### config.mk
export PLATFORM = sky130hd
export DESIGN_NAME = sdram_cmd_sched
export DESIGN_NICKNAME = d
export VERILOG_FILES = /design/src/rtl/sdram_cmd_sched.sv
export SDC_FILE = /design/constraint.sdc
export NUM_CORES = 1
export LEC_CHECK = 0
export BUFFER_PORTS_ARGS = -buffer_cell sky130_fd_sc_hd__clkbuf_2
export CORE_MARGIN = 2
export CORE_UTILIZATION = 55
export CTS_CLUSTER_DIAMETER = 200
export DETAILED_ROUTE_END_ITERATION = 10
export GPL_ROUTABILITY_DRIVEN = 0
export PLACE_DENSITY_LB_ADDON = 0.2
export SLEW_MARGIN = 10
export SYNTH_ARGS = -nofsm -noshare
export SYNTH_HDL_FRONTEND = slang
export SYNTH_SLANG_ARGS = --single-unit
export TNS_END_PERCENT = 20
### constraint.sdc
create_clock -name C25M -period 3.95 [get_ports C25M]
set_clock_uncertainty 0.2 [all_clocks]
set_input_delay 0.79 -clock C25M [delete_from_list [all_inputs] [get_ports C25M]]
set_output_delay 0.79 -clock C25M [all_outputs]
set_load 0.02 [all_outputs]
### src/rtl/sdram_cmd_sched.sv
// sdram_cmd_sched: request-driven SDRAM command sequencer for GR8RAM.
// Handles power-up init, one Apple-bus read/write per request and periodic
// auto-refresh. Refresh runs from its own timer, independent of PHI0.
//
// Ports:
//   C25M, nRESr            clock, async active-low reset
//   CycStart               one-cycle pulse at a synchronized PHI0 rise
//   ReqRD, ReqWR           access request, sampled with CycStart
//   nRCS,nRAS,nCAS,nSWE    registered SDRAM command
//   SDOE                   SD data bus output enable (write data phase)
//   AMux                   address select: 0 idle, 1 row, 2 column, 3 mode
//   RDLatch                one-cycle strobe while SD holds read data
//   Ready                  init complete
//   Busy                   sequencer not idle
//   RefDebt                refreshes owed
//   Overrun                sticky: a request was dropped
module sdram_cmd_sched #(
    parameter int unsigned INIT_WAIT    = 5000,
    parameter int unsigned REF_INTERVAL = 390,
    parameter int unsigned REF_DEBT_MAX = 7
) (
    input  logic       C25M,
    input  logic       nRESr,
    input  logic       CycStart,
    input  logic       ReqRD,
    input  logic       ReqWR,
    output logic       nRCS,
    output logic       nRAS,
    output logic       nCAS,
    output logic       nSWE,
    output logic       SDOE,
    output logic [1:0] AMux,
    output logic       RDLatch,
    output logic       Ready,
    output logic       Busy,
    output logic [2:0] RefDebt,
    output logic       Overrun
);

    localparam int unsigned CNT_W = $clog2(INIT_WAIT + 16);
    localparam int unsigned TMR_W = (REF_INTERVAL > 1) ? $clog2(REF_INTERVAL) : 1;

    localparam logic [CNT_W-1:0] INIT_LAST = CNT_W'((INIT_WAIT > 0) ? INIT_WAIT - 1 : 0);
    localparam logic [TMR_W-1:0] TMR_LAST  = TMR_W'((REF_INTERVAL > 0) ? REF_INTERVAL - 1 : 0);
    localparam logic [2:0]       DEBT_MAX  = 3'(REF_DEBT_MAX);

    // {nRCS,nRAS,nCAS,nSWE}
    localparam logic [3:0] CMD_NOP  = 4'b1111;
    localparam logic [3:0] CMD_ACT  = 4'b0011;
    localparam logic [3:0] CMD_RD   = 4'b0101;
    localparam logic [3:0] CMD_WRA  = 4'b0100;
    localparam logic [3:0] CMD_PCA  = 4'b0010;
    localparam logic [3:0] CMD_AREF = 4'b0001;
    localparam logic [3:0] CMD_LDM  = 4'b0000;

    typedef enum logic [2:0] {
        S_INIT_WAIT,
        S_INIT_SEQ,
        S_IDLE,
        S_ACCESS,
        S_REFRESH
    } state_t;

    state_t           state, state_nxt;
    logic [CNT_W-1:0] cnt, cnt_nxt;
    logic [3:0]       step;
    logic [TMR_W-1:0] tmr, tmr_nxt;
    logic             pend, pend_nxt;
    logic             pend_wr, pend_wr_nxt;
    logic             acc_wr, acc_wr_nxt;
    logic             tick, dec, req;
    logic [3:0]       cmd_nxt;
    logic [1:0]       amux_nxt;
    logic             sdoe_nxt, lat_nxt, ovr_nxt, ready_nxt, busy_nxt;
    logic [2:0]       debt_nxt;

    assign step = cnt[3:0];

    // State, sequencing counter, refresh timer and all registered outputs
    always_ff @(posedge C25M or negedge nRESr) begin
        if (!nRESr) begin
            state                  <= S_INIT_WAIT;
            cnt                    <= '0;
            tmr                    <= '0;
            pend                   <= 1'b0;
            pend_wr                <= 1'b0;
            acc_wr                 <= 1'b0;
            {nRCS, nRAS, nCAS, nSWE} <= CMD_NOP;
            SDOE                   <= 1'b0;
            AMux                   <= 2'd0;
            RDLatch                <= 1'b0;
            Ready                  <= 1'b0;
            Busy                   <= 1'b1;
            RefDebt                <= 3'd0;
            Overrun                <= 1'b0;
        end else begin
            state                  <= state_nxt;
            cnt                    <= cnt_nxt;
            tmr                    <= tmr_nxt;
            pend                   <= pend_nxt;
            pend_wr                <= pend_wr_nxt;
            acc_wr                 <= acc_wr_nxt;
            {nRCS, nRAS, nCAS, nSWE} <= cmd_nxt;
            SDOE                   <= sdoe_nxt;
            AMux                   <= amux_nxt;
            RDLatch                <= lat_nxt;
            Ready                  <= ready_nxt;
            Busy                   <= busy_nxt;
            RefDebt                <= debt_nxt;
            Overrun                <= ovr_nxt;
        end
    end

    // Next state, request capture, refresh accounting and next outputs
    always_comb begin
        state_nxt   = state;
        cnt_nxt     = cnt;
        pend_nxt    = pend;
        pend_wr_nxt = pend_wr;
        acc_wr_nxt  = acc_wr;
        ovr_nxt     = Overrun;
        cmd_nxt     = CMD_NOP;
        amux_nxt    = 2'd0;
        sdoe_nxt    = 1'b0;
        lat_nxt     = 1'b0;
        dec         = 1'b0;

        tick    = (tmr == TMR_LAST);
        tmr_nxt = tick ? '0 : tmr + TMR_W'(1);

        // One-entry request slot; a second request while full is lost
        req = CycStart && Ready && (ReqRD || ReqWR);
        if (req) begin
            if (pend) begin
                ovr_nxt = 1'b1;
            end else begin
                pend_nxt    = 1'b1;
                pend_wr_nxt = ReqWR;
            end
        end

        case (state)
            S_INIT_WAIT: begin
                if (cnt == INIT_LAST) begin
                    state_nxt = S_INIT_SEQ;
                    cnt_nxt   = '0;
                end else begin
                    cnt_nxt = cnt + CNT_W'(1);
                end
            end
            S_INIT_SEQ: begin
                case (step)
                    4'd0:       cmd_nxt = CMD_PCA;
                    4'd2, 4'd6: cmd_nxt = CMD_AREF;
                    4'd10: begin
                        cmd_nxt  = CMD_LDM;
                        amux_nxt = 2'd3;
                    end
                    default:    cmd_nxt = CMD_NOP;
                endcase
                if (step == 4'd12) begin
                    state_nxt = S_IDLE;
                    cnt_nxt   = '0;
                end else begin
                    cnt_nxt = cnt + CNT_W'(1);
                end
            end
            S_IDLE: begin
                cnt_nxt = '0;
                if (RefDebt == DEBT_MAX) begin
                    state_nxt = S_REFRESH;
                end else if (pend_nxt) begin
                    state_nxt  = S_ACCESS;
                    acc_wr_nxt = pend_wr_nxt;
                    pend_nxt   = 1'b0;
                end else if (RefDebt != 3'd0) begin
                    state_nxt = S_REFRESH;
                end
            end
            S_ACCESS: begin
                // ACT, tRCD gap, RD/WR-AP, then CL2 or tWR+tRP
                case (step)
                    4'd0: begin
                        cmd_nxt  = CMD_ACT;
                        amux_nxt = 2'd1;
                    end
                    4'd2: begin
                        cmd_nxt  = acc_wr ? CMD_WRA : CMD_RD;
                        amux_nxt = 2'd2;
                        sdoe_nxt = acc_wr;
                    end
                    4'd4:    lat_nxt = !acc_wr;
                    default: cmd_nxt = CMD_NOP;
                endcase
                if (step == 4'd4) begin
                    state_nxt = S_IDLE;
                    cnt_nxt   = '0;
                end else begin
                    cnt_nxt = cnt + CNT_W'(1);
                end
            end
            S_REFRESH: begin
                case (step)
                    4'd0:    cmd_nxt = CMD_PCA;
                    4'd2: begin
                        cmd_nxt = CMD_AREF;
                        dec     = 1'b1;
                    end
                    default: cmd_nxt = CMD_NOP;
                endcase
                if (step == 4'd5) begin
                    state_nxt = S_IDLE;
                    cnt_nxt   = '0;
                end else begin
                    cnt_nxt = cnt + CNT_W'(1);
                end
            end
            default: begin
                state_nxt = S_INIT_WAIT;
                cnt_nxt   = '0;
            end
        endcase

        // A timer credit and an AREF on the same edge cancel out
        debt_nxt = RefDebt;
        if (tick && dec) begin
            debt_nxt = RefDebt;
        end else if (tick && (RefDebt != DEBT_MAX)) begin
            debt_nxt = RefDebt + 3'd1;
        end else if (dec && (RefDebt != 3'd0)) begin
            debt_nxt = RefDebt - 3'd1;
        end

        busy_nxt  = (state_nxt != S_IDLE);
        ready_nxt = Ready || (state_nxt == S_IDLE);
    end

endmodule

==> run metrics <==
CTS buffer count 5; post-synth design cell area 2248 sq um; WP buf/inv 0; Slowest-stage cell, CP fa_1; wire per inst roughly 13 microns; required time of the critical path 3.93 ns; Routed WL between 3 and 4 mm; largest net degree at the start of global routing between 40 and 50; layout net count 250; power per cell area about 520 nW/um^2; Die Width between 60 and 70 microns; final setup fails 0; initial antenna violation count 0; Tot Pwr around 1300 uW; internal power 807.1 uW; First DRT Iteration DRCs ~150; GRT overflow 0; height of the die 67.94 microns; synthesis-to-layout area growth 7.568%; max-cap violation count 0; Main synth FF type dfrtp_1; FP Rows 23; CTS Sinks 42; vias in the first global route around 1400; initial core utilization between 50% and 60%; H-tree depth 2; WS Path Type reg -> reg; Ports 19; Final Hold Viols 0; CTS tree built; Comb pwr share 30.6%; vias post-DR roughly 1600; Mean Syn Cell Area about 10 sq um; cell type with the highest aggregate area in the netlist dfrtp_1; Slew HR between 30% and 40%; number of detailed-route iterations in the first pass 4; Setup Fix Bufs, Post-CTS 0; CP delay by family, top simple AND/OR/NAND/NOR gates; top cells by count, synth dfrtp_1, nor2_1, nand2_1; critical path arrival around 2.4 ns; Non-Filler Instances a little under 300; RSZ-0062 raised after global routing false; Final Critical Period between 2 and 2.5 ns; switching share of power between 30 and 40%; die area between 4000 and 5000 sq um; CP startpoint kind register; Clk network pwr share a little over a fifth; worst vdd ir roughly 0.00022 V; EDFF count, synth 0; Reg clk slew, reported paths around 0.070 ns; Post-CTS Hold Buffers 0; placed cell count about 280; Synth area leaders dfrtp_1, dfstp_2, nor2_1, xor2_1, ha_1; Lkg Pwr roughly 0.0011 uW; status finished clean; DRC viols 0; Pins Over Slew Limit 0; f_max ~0.41 GHz; Vias/cell roughly 5.6; async set-reset flop share out of synthesis between 90% and 100%; number of synthesis warnings 0; hold slack 0.2622 ns; Port Buffers 18; CP max stage delay about 0.57 ns; clk buf depth 2; syn_nets 237; most common cell in the netlist dfrtp_1; Total GRT Usage between 10% and 20%; layout cells sized above 1 between 15 and 20%; Gate Count Post-Synth roughly 230; worst skew pair latency 0.28 ns; first-pass GRT wire length approximately 6.2 mm; Switch Pwr 456.5 uW; Netlist cell types 52; DRT antenna net count 0; CTS resizes 0; core box area between 3000 and 4000 sq um; Synth Register Bits 42; register area share after synthesis 47.02%; DP HPWL 2.623 mm; worst hold-check path type reg -> reg; worst slew pin tran roughly 1.0 ns; CTS root buffer clkbuf_8; Max FO, Critical Path 12; crit share post-route 62.36%; setup_tns 0 ns; top cell type's share of synthesized area just over 40%; Setup crit end kind register; Seq pwr share between 40% and 50%; CP Cell Sequence and4bb_1, and4_4, nand2_1, fa_1, o32ai_2, a2111oi_2; # diodes 0
[final timing paths]
path	from	end	slack (ns)	cells after the start
max in group asynchronous	nRESr	cnt[1]	2.47	1
max reg2reg	tmr[4]	RefDebt[1]	1.49	6
max	tmr[4]	RefDebt[1]	1.49	6
min in group asynchronous	nRESr	state[1]	0.47	1
min	Overrun	Overrun	0.26	1
min reg2reg	Overrun	Overrun	0.26	1
[power groups by stage]
stage / Clock (uW) / Sequential, uW / Combinational, uW
6_report: 274 / 603 / 387
3_3_place_gp: 0 / 611 / 385
3_5_place_dp: 0 / 610 / 391
4_1_cts: 287 / 602 / 391
5_1_grt: 309 / 617 / 437
2_1_floorplan: 0 / 597 / 319
[sequential cells by signal (all words and copies together) (netlist names)]
signal	count
pend	1
tmr	9
AMux	2
nRCS	1
RDLatch	1
state	3
acc_wr	1
nCAS	1
Overrun	1
nRAS	1
nSWE	1
SDOE	1
pend_wr	1
Ready	1
cnt	13
RefDebt	3
Busy	1
[cells by family after synthesis]
logic type | Yosys count | share of synthesized area, %
AND/OR/NAND/NOR | 98 | 23.37
flip-flops | 42 | 47.02
adder cells (fa/ha/maj) | 7 | 4.229
buffers and inverters | 19 | 4.452
AO/OA/AOI/OAI | 39 | 13.02
XOR/XNOR | 19 | 7.401
multiplexers | 1 | 0.5008
[layer usage]
metal	GRT usage, %	vias up	share of wire [%]
li1	-	819	-
met1	23.91	774	48
met2	28.76	31	47
met3	5.428	2	4.5
met4	4.500	0	0.54
met5	0	-	0
[final cells by class]
cell class / count / area (sq um)
clock inverter: 1 / 5.005
tap: 50 / 62.56
fill: 346 / 1553
timing repair buffer: 18 / 90.09
clock buffer: 7 / 86.33
sequential: 42 / 1057
multi-input combinational: 164 / 1091
inverter: 7 / 26.28
[metrics by stage]
step	cell area [sq um]	util [%]	setup slack (ns)
2_1_floorplan	2248	-	1.559
3_3_place_gp	2327	58.60	1.542
3_5_place_dp	2327	58.60	1.513
4_1_cts	2419	60.90	1.463
5_1_grt	2419	60.90	1.378
6_report	2419	60.90	1.487
[cell usage in the layout (no fill, tap or decap), types with 7 or more instances in the layout]
| cell type | synthesis | routed |
|---|---|---|
| nor2_1 | 30 | 30 |
| and3_1 | 8 | 8 |
| nand3_1 | 10 | 10 |
| dfrtp_1 | 37 | 37 |
| xor2_1 | 11 | 11 |
| xnor2_1 | 8 | 8 |
| clkbuf_2 | 0 | 18 |
| inv_1 | 7 | 7 |
| nor3_1 | 8 | 8 |
| nand2_1 | 16 | 16 |
Power figures use the tool's default switching activity.
